`src/rtl/riscv_muldiv_unit.sv`:
```
// Iterative RV32M multiply/divide unit: radix-2 shift-add multiply and restoring
// divide on operand magnitudes, with a valid/ready handshake and a flushable pipeline slot.
module riscv_muldiv_unit #(
  parameter int XLEN  = 32,
  parameter int TAG_W = 5
) (
  input  logic             clk,
  input  logic             rst,
  input  logic             in_valid,
  output logic             in_ready,
  input  logic [2:0]       in_op,
  input  logic [XLEN-1:0]  in_a,
  input  logic [XLEN-1:0]  in_b,
  input  logic [TAG_W-1:0] in_tag,
  input  logic             flush,
  output logic             out_valid,
  input  logic             out_ready,
  output logic [XLEN-1:0]  out_result,
  output logic [TAG_W-1:0] out_tag,
  output logic             busy
);

  localparam int CW = $clog2(XLEN);

  typedef enum logic [1:0] {
    S_IDLE = 2'd0,
    S_CALC = 2'd1,
    S_DONE = 2'd2
  } state_t;

  state_t r_state;
  state_t w_state_nxt;

  logic [2:0]       r_op;
  logic [TAG_W-1:0] r_tag;
  logic [XLEN-1:0]  r_md;
  logic [XLEN-1:0]  r_hi;
  logic [XLEN-1:0]  r_lo;
  logic [CW-1:0]    r_cnt;
  logic             r_neg_q;
  logic             r_neg_r;
  logic [XLEN-1:0]  r_result;

  logic            w_accept;
  logic            w_last;
  logic            w_in_div;
  logic            w_a_sgn;
  logic            w_b_sgn;
  logic            w_a_neg;
  logic            w_b_neg;
  logic [XLEN-1:0] w_a_mag;
  logic [XLEN-1:0] w_b_mag;
  logic            w_b_zero;
  logic            w_ovf;
  logic            w_special;
  logic [XLEN-1:0] w_special_res;

  assign w_accept = in_valid & (r_state == S_IDLE) & ~flush;
  assign w_last   = (r_cnt == CW'(XLEN - 1));

  // Operand decode: signedness, magnitudes and the divide cases that skip iteration
  assign w_in_div = in_op[2];
  assign w_a_sgn  = (in_op == 3'b001) | (in_op == 3'b010) | (in_op == 3'b100) | (in_op == 3'b110);
  assign w_b_sgn  = (in_op == 3'b001) | (in_op == 3'b100) | (in_op == 3'b110);
  assign w_a_neg  = w_a_sgn & in_a[XLEN-1];
  assign w_b_neg  = w_b_sgn & in_b[XLEN-1];
  assign w_a_mag  = w_a_neg ? -in_a : in_a;
  assign w_b_mag  = w_b_neg ? -in_b : in_b;
  assign w_b_zero = (in_b == '0);
  assign w_ovf    = ((in_op == 3'b100) | (in_op == 3'b110)) &
                    (in_a == {1'b1, {(XLEN-1){1'b0}}}) & (in_b == '1);
  assign w_special = w_in_div & (w_b_zero | w_ovf);

  always_comb begin
    w_special_res = '0;
    if (w_b_zero) begin
      w_special_res = in_op[1] ? in_a : '1;
    end else begin
      w_special_res = in_op[1] ? '0 : in_a;
    end
  end

  logic [XLEN:0]     w_msum;
  logic [XLEN:0]     w_rsh;
  logic [XLEN:0]     w_diff;
  logic              w_qbit;
  logic [XLEN-1:0]   w_hi_nxt;
  logic [XLEN-1:0]   w_lo_nxt;
  logic [2*XLEN-1:0] w_prod;
  logic [2*XLEN-1:0] w_prod_s;
  logic [XLEN-1:0]   w_quo;
  logic [XLEN-1:0]   w_rem;
  logic [XLEN-1:0]   w_final;

  // Multiply: r_hi:r_lo shifts right, r_lo[0] selects the add of the multiplicand.
  // Divide: r_lo shifts left into the partial remainder r_hi, quotient bits enter r_lo[0].
  assign w_msum = {1'b0, r_hi} + (r_lo[0] ? {1'b0, r_md} : '0);
  assign w_rsh  = {r_hi, r_lo[XLEN-1]};
  assign w_diff = w_rsh - {1'b0, r_md};
  assign w_qbit = ~w_diff[XLEN];

  always_comb begin
    w_hi_nxt = w_msum[XLEN:1];
    w_lo_nxt = {w_msum[0], r_lo[XLEN-1:1]};
    if (r_op[2]) begin
      w_hi_nxt = w_qbit ? w_diff[XLEN-1:0] : w_rsh[XLEN-1:0];
      w_lo_nxt = {r_lo[XLEN-2:0], w_qbit};
    end
  end

  assign w_prod   = {w_hi_nxt, w_lo_nxt};
  assign w_prod_s = r_neg_q ? -w_prod : w_prod;
  assign w_quo    = r_neg_q ? -w_lo_nxt : w_lo_nxt;
  assign w_rem    = r_neg_r ? -w_hi_nxt : w_hi_nxt;

  always_comb begin
    w_final = '0;
    case (r_op)
      3'b000:                  w_final = w_prod_s[XLEN-1:0];
      3'b001, 3'b010, 3'b011:  w_final = w_prod_s[2*XLEN-1:XLEN];
      3'b100, 3'b101:          w_final = w_quo;
      default:                 w_final = w_rem;
    endcase
  end

  always_ff @(posedge clk) begin
    if (rst) begin
      r_state <= S_IDLE;
    end else begin
      r_state <= w_state_nxt;
    end
  end

  always_comb begin
    w_state_nxt = r_state;
    case (r_state)
      S_IDLE: if (w_accept) w_state_nxt = w_special ? S_DONE : S_CALC;
      S_CALC: if (w_last) w_state_nxt = S_DONE;
      S_DONE: if (out_ready) w_state_nxt = S_IDLE;
      default: w_state_nxt = S_IDLE;
    endcase
    if (flush) begin
      w_state_nxt = S_IDLE;
    end
  end

  always_ff @(posedge clk) begin
    if (rst) begin
      r_op     <= '0;
      r_tag    <= '0;
      r_md     <= '0;
      r_hi     <= '0;
      r_lo     <= '0;
      r_cnt    <= '0;
      r_neg_q  <= 1'b0;
      r_neg_r  <= 1'b0;
      r_result <= '0;
    end else if (w_accept) begin
      r_op    <= in_op;
      r_tag   <= in_tag;
      r_md    <= w_in_div ? w_b_mag : w_a_mag;
      r_lo    <= w_in_div ? w_a_mag : w_b_mag;
      r_hi    <= '0;
      r_cnt   <= '0;
      r_neg_q <= w_a_neg ^ w_b_neg;
      r_neg_r <= w_a_neg;
      if (w_special) begin
        r_result <= w_special_res;
      end
    end else if ((r_state == S_CALC) && !flush) begin
      r_hi  <= w_hi_nxt;
      r_lo  <= w_lo_nxt;
      r_cnt <= r_cnt + CW'(1);
      if (w_last) begin
        r_result <= w_final;
      end
    end
  end

  assign in_ready   = (r_state == S_IDLE);
  assign out_valid  = (r_state == S_DONE);
  assign busy       = (r_state != S_IDLE);
  assign out_result = r_result;
  assign out_tag    = r_tag;

endmodule
```
`config.mk`:
```
export PLATFORM = sky130hd
export DESIGN_NAME = riscv_muldiv_unit
export DESIGN_NICKNAME = d
export VERILOG_FILES = /design/src/rtl/riscv_muldiv_unit.sv
export SDC_FILE = /design/constraint.sdc
export NUM_CORES = 1
export LEC_CHECK = 0
export ABC_CLOCK_PERIOD_IN_PS = 4970
export BUFFER_PORTS_ARGS = -buffer_cell sky130_fd_sc_hd__buf_2
export CELL_PAD_IN_SITES_DETAIL_PLACEMENT = 1
export CELL_PAD_IN_SITES_GLOBAL_PLACEMENT = 1
export CORE_MARGIN = 5
export CORE_UTILIZATION = 30
export DETAILED_ROUTE_END_ITERATION = 10
export GPL_TIMING_DRIVEN = 0
export HOLD_SLACK_MARGIN = 0.06
export PLACE_DENSITY = 0.68
export SYNTH_ARGS = -nofsm -noshare
export SYNTH_HDL_FRONTEND = slang
export SYNTH_SLANG_ARGS = --single-unit
```
`constraint.sdc`:
```
create_clock -name clk -period 4.97 [get_ports clk]
set_clock_uncertainty 0.05 [all_clocks]
set_input_delay 0.2485 -clock clk [delete_from_list [all_inputs] [get_ports clk]]
set_output_delay 0.2485 -clock clk [all_outputs]
set_load 0.1 [all_outputs]
```
## Word-level counts from Yosys, hierarchy flattened

Cells that the tools add are included.

- Bits in registers: 145
- Bits of input ports: 77
- Output and inout port bits: 40
- Logic and storage cells: 93

- $add $sub $neg: 8
- Equality and inequality tests: 18
- Muxes and demuxes: 26
- Bitwise operators: 17
- Reduce and logical (&&, ||, !) cells: 14

Operators by type and width:

| operator | number |
|---|---|
| 32-bit 2-to-1 mux | 19 |
| 32-bit negator | 4 |
| 32-bit one-hot mux with 3 select lines | 1 |
| 32-bit equality test, second input constant | 2 |
| 64-bit 2-to-1 mux | 1 |
| 64-bit negator | 1 |
| 32-bit by 32-bit adder with 33-bit output | 1 |
| 33-bit by 32-bit subtractor with 33-bit output | 1 |
| 32-bit zero test | 1 |
| 3-bit equality test, second input constant | 4 |
| 3-bit by 2-bit equality test with 1-bit output, second input constant | 3 |
| 2-bit 2-to-1 mux | 4 |
| 1-bit AND | 7 |
| 1-bit OR | 7 |
| 3-bit by 1-bit equality test with 1-bit output, second input constant | 2 |
| 2-bit by 1-bit inequality test with 1-bit output, second input constant | 3 |
| 2-bit one-hot mux with 3 select lines | 1 |
| 3-bit AND reduction | 2 |
| 2-bit nonzero test | 3 |
| 2-bit OR reduction | 3 |
| 5-bit by 1-bit adder with 5-bit output, second input constant | 1 |
| 5-bit equality test, second input constant | 1 |
| 3-bit zero test | 1 |
| 3-bit OR reduction | 1 |
| 8 further kinds | 9 |

## Longest topological paths before layout

- Depth after elaboration: 9
- Depth in mapped cells: 24

## Worst setup path after synthesis

OpenSTA, ideal clock, no wires.

- Path type: register -> register
- Start point: reg r_md[23]
- End point: reg r_result[16] (netlist: out_result[16])
- Library setup time: 0.092 ns
- Data arrival time: 5.029 ns
- Slack: -0.201 ns
- Cell stages (with the launch flop): 24
- Period minus slack after synthesis: 5.171 ns
- Cell sequence: dfxtp_1 -> inv_1 -> ha_1 -> buf_6 -> a21oi_4 -> o21ai_2 -> a2111o_1 -> or3_4 -> o211ai_4 -> buf_6 -> buf_4 -> clkbuf_1 -> o21ai_0 -> a21oi_1 -> ha_1 -> inv_1 -> a311oi_1 -> nand4b_4 -> or2_2 -> clkbuf_1 -> o21ai_0 -> xnor2_1 -> a221oi_1 -> nor4_1

- Cells in the longest elaborated chain, start to end: 9

Ends and longest elaborated chain:

| what | RTL line | text |
|---|---|---|
| start: declaration | 36 | `logic [XLEN-1:0] r_md;` |
| start signal: assignment | 161 | `r_md <= w_in_div ? w_b_mag : w_a_mag;` |
| 33-bit by 32-bit subtractor with 33-bit output (*) | 99 | `assign w_diff = w_rsh - {1'b0, r_md};` |
| 32-bit 2-to-1 mux or 1-bit NOT (tied branches) | 106, 100 |  |
| 32-bit 2-to-1 mux | 105 | `if (r_op[2]) begin` |
| 64-bit negator (tied with other cells) | 112 | `assign w_prod_s = r_neg_q ? -w_prod : w_prod;` |
| 64-bit 2-to-1 mux (tied with other cells) | 112 |  |
| 32-bit one-hot mux with 3 select lines (*) | 118 | `case (r_op)` |
| 32-bit 2-to-1 mux (*) | 174 | `if (w_last) begin` |
| 32-bit 2-to-1 mux (*) | 170 | `end else if ((r_state == S_CALC) && !flush) begin` |
| 32-bit 2-to-1 mux (*) | 158 | `end else if (w_accept) begin` |
| end signal: assignment | 168 | `r_result <= w_special_res;` |
| end signal: assignment | 175 | `r_result <= w_final;` |
| end: declaration | 42 | `logic [XLEN-1:0] r_result;` |

Mark *: on every way between the ends. The rest lies on a longest branch, timed or not. The select of a mux whose other input is x is not followed.
A chain may end at the register's enable or synchronous reset.

## Final worst setup path

- Start point: reg r_md[29]
- End point: reg r_result[12] (netlist: out_result[12])

Same word-level chain as after synthesis.

==> summary.txt <==
STA
  • Final setup margin: -0.4977 ns
  • Worst hold margin: 0.06679 ns
  • RSZ-0062 raised after global routing: true
  • F_max: between 150 and 200 MHz
  • Setup_tns: -3.664 ns
  • Final Setup Violations: 19
  • Fin crit period: approximately 5.5 ns
  • Final Max Slew Viols: 0
  • Worst Tran Pin Value: roughly 1.1 ns
  • Final worst path period share: 1.100
  • Final hold viol count: 0
  • Slew HR: 0.2333

CTS
  • CTS Buf Count: 17
  • Clock-pin slew of the registers on the worst-case setup and hold paths: ~0.070 ns
  • Max H-tree Level: 4
  • CTS Sinks: 145
  • Clock Path Buffers: 2
  • Clk_lat worst skew: a little under 0.5 ns
  • CTS Root Cell: clkbuf_16
  • CTS tree: yes

Worst setup path
  • Slowest CP cell: a222oi_1
  • CP top delay family: compound AO/OA/AOI/OAI gates
  • CP required: 5.23 ns
  • Critical path data arrival time: 5.73 ns
  • Critical path's largest stage delay: about 0.74 ns
  • Crit. Startpoint: r_md[29]
  • Setup crit end kind: flip-flop
  • Worst-path maximum fanout: 4
  • Most frequent cell on the critical path: nor2_2
  • Buf/Inv on CP: 2
  • Worst Setup Start Kind: flip-flop
  • Worst r2r src: r_md[29]
  • Critical path type: flip-flop to flip-flop
  • Worst-path cell chain: inv_4, ha_4, a211oi_4, o22ai_2, a2111o_1, buf_6, nor3_4, a2111oi_4, nor2_2, ha_2, or4b_4, nor2_4, nand4_1, nor2_2, nand2_2, or3_4, o21ai_2, xnor2_1, a222oi_1, o22ai_1

Routing
  • Routed len/inst: about 28 um
  • Drt total wl: between 90 and 100 mm
  • Total number of vias: 20580
  • DRT antenna net count: 0
  • Starting DRT DRC Count: around 1900
  • Residual DRC: 0
  • Vias per cell: 6.168
  • Pre-antenna DRT Iters: 5

Logic synthesis
  • Library cells used by synthesis: ~100
  • Post-synthesis compound-gate area fraction: 0.3045
  • Post-synthesis mux area share: 0.03398
  • Largest family of logic cells by synthesized area: compound AO/OA/AOI/OAI gates
  • Cell area after synthesis: ~0.017 mm^2
  • Post-synth top area share: 0.1756
  • Register area share after synthesis: 0.1756
  • Post-synthesis xor/xnor area fraction: 0.1006
  • Top cells by count, synth: nand2_1 (336), a21oi_1 (234), nor2_1 (221)
  • Most frequent cell after synthesis: nand2_1
  • Top post-synthesis cells by area: dfxtp_1 (18%), nand2_1 (7.6%), a21oi_1 (7.1%), xnor2_1 (6.2%), ha_1 (5.4%)
  • Ys flop type: dfxtp_1
  • Asr flop ratio synth: 0
  • Synth Register Bits: ~150
  • Number of synthesized flops with an enable pin: 0
  • Biggest area consumer among synthesized cells: dfxtp_1
  • Simple-Gate Fraction of Synth Area: 0.2630
  • Synth Net Count: 2532
  • Post-synthesis adder-cell area fraction: 0.06705
  • Avg Cell Area, Syn: roughly 6.9 um^2
  • Gate Count Post-Synth: between 2000 and 2500
  • Synth warn: 0

Placed design
  • Dpl hpwl: around 74 mm
  • Cell area after placement: between 0.015 and 0.02 mm^2
  • DP Cell Count: 3203
  • Number of buffers added on ports: about 120
  • GPL Wtd Cong: just over 1

Power
  • P_int: around 2.7 mW
  • Sequential share of power: 0.272
  • P per Cell Area: ~230 mW/mm^2
  • Maximum VDD drop: 0.0002497 V
  • Switching share of power: 0.4397
  • Comb power frac: 0.442
  • Clock network fraction of design power: 0.286
  • Leak: 7.831 nW
  • Switch Pwr: between 2 and 2.5 mW

Job
  • Max-cap viol count: 0

Final layout
  • Fin area: ~0.021 mm^2
  • Area Growth Syn to Fin: 27.11%
  • # fillers: ~7000
  • Final net count: approximately 2800
  • Layout Cells excl Fill: ~3300
  • Share of cells above drive strength 1: 0.2140

Floorplanning
  • DIE WIDTH: roughly 240 um
  • Die area: roughly 0.06 mm^2
  • Top-Level Pins: between 100 and 150
  • Area of the core: between 0.05 and 0.06 mm^2
  • Chip Height: between 200 and 250 um
  • Starting Density: 0.3013
  • Rows: 86

Global routing
  • Vias in the first global route: 20510
  • Initial antenna violation count: 0
  • GR Util All Layers: 0.2965
  • First-pass GRT wire length: about 140 mm
  • Total grt overflow: 0
  • Largest net degree at the start of global routing: 17

Hold path
  • Hold_sp: rst
  • Worst min path class: primary input to flip-flop

Status
  • Failing checks: setup timing
  • Status: complete, but fails checks
==> final cells by class <==
class / instances / area [um^2] / area share
Antenna cell: 1 / 2.502 / 0.0001191
Buffer: 141 / 706.9 / 0.03363
Clock buffer: 17 / 425.4 / 0.02024
Clock inverter: 15 / 163.9 / 0.007799
Inverter: 74 / 280.3 / 0.01333
Multi-Input combinational cell: 2009 / 14010 / 0.6665
Sequential cell: 145 / 2994 / 0.1425
Tap cell: 704 / 880.8 / 0.04191
Timing Repair Buffer: 230 / 1555 / 0.07400
==> path summary, 6_finish.rpt <==
path / slack, ns / cells past startpoint / endpoint
worst max-delay path: -0.50 / 20 / out_result[12]
worst min-delay path: 0.07 / 3 / out_result[31]
worst max register to register: -0.50 / 20 / out_result[12]
worst min register to register: 0.40 / 2 / out_tag[1]
==> power by group through the flow <==
stage,combinational [mW],sequential (mW),clock (mW)
2_1_floorplan,1.02,1.27,0
3_3_place_gp,1.61,1.30,0
3_5_place_dp,1.64,1.31,0
4_1_cts,1.85,1.28,1.36
5_1_grt,2.18,1.29,1.40
6_report,2.09,1.28,1.35
==> flip-flops by register name (all words and copies together) (netlist names) <==
name / cells
r_hi: 32
out_tag: 5
r_cnt: 5
out_result: 32
r_neg_q: 1
r_md: 32
r_state: 2
r_neg_r: 1
r_lo: 32
r_op: 3
==> through the flow <==
step                      total power, mW  utilization  setup WS [ns]
after floorplan                     2.294            -        0.01849
after global placement              2.911       0.3281         -2.864
after detailed placement            2.941       0.3283         -2.031
after CTS                           4.482       0.3664        -0.2398
after global routing                4.864       0.3829        -0.5389
final                               4.731       0.3830        -0.4977
==> worst register-to-register path: stages (launching register included) <==
cell       delay, ns
dfxtp_4         0.42
inv_4           0.06
ha_4            0.24
a211oi_4        0.23
o22ai_2         0.15
a2111o_1        0.50
buf_6           0.18
nor3_4          0.21
a2111oi_4       0.14
nor2_2          0.25
ha_2            0.23
or4b_4          0.50
nor2_4          0.13
nand4_1         0.20
nor2_2          0.20
nand2_2         0.09
or3_4           0.35
o21ai_2         0.16
xnor2_1         0.08
a222oi_1        0.74
o22ai_1         0.19
==> logic make-up (layout without fill, tap and decap cells) <==
| kind of cell | count (synthesis) | count (layout) |
|---|---|---|
| XOR/XNOR | 190 | 190 |
| multiplexers | 55 | 55 |
| AND/OR/NAND/NOR | 916 | 916 |
| adder cells (fa/ha/maj) | 91 | 91 |
| flip-flops | 145 | 145 |
| buffers and inverters | 228 | 477 |
| other | 0 | 1 |
| AO/OA/AOI/OAI | 757 | 757 |
==> metal layers <==
metal / part of all wire / wire length [um] / track usage
met4: 0.056 / 5221 / 0.1351
met1: 0.41 / 38480 / 0.3805
met2: 0.45 / 42500 / 0.4821
met5: 0 / 0 / 0
met3: 0.081 / 7611 / 0.05880
==> cell usage in the layout (no fill, tap or decap), drive strengths merged, types with 9 or more instances in the layout <==
cell type / count
inv: 83
o41ai: 10
nand4: 41
o31ai: 23
o21a: 11
o221ai: 17
or4: 10
nor4: 26
a2111oi: 10
xor2: 73
a21oi: 237
nor3: 85
nand2: 337
or2: 10
nand3: 30
ha: 71
buf: 259
a221oi: 17
and2: 57
maj3: 18
xnor2: 117
or3: 29
dfxtp: 145
nand2b: 23
mux2: 9
o211ai: 80
o21ai: 161
a21o: 28
nor2b: 12
mux2i: 46
a31oi: 25
clkbuf: 121
and3: 17
a211oi: 49
nor2: 221
==> timing repair <==
item                       4_1_cts  5_1_grt
pin swaps                       71       94
setup endpoints to repair       54       28
setup buffers                   66       45
hold endpoints to repair         8        0
cloned                           0        0
resized for setup              239      138
hold buffers                     8        0
Note: power is estimated with default switching activity, not from simulation.
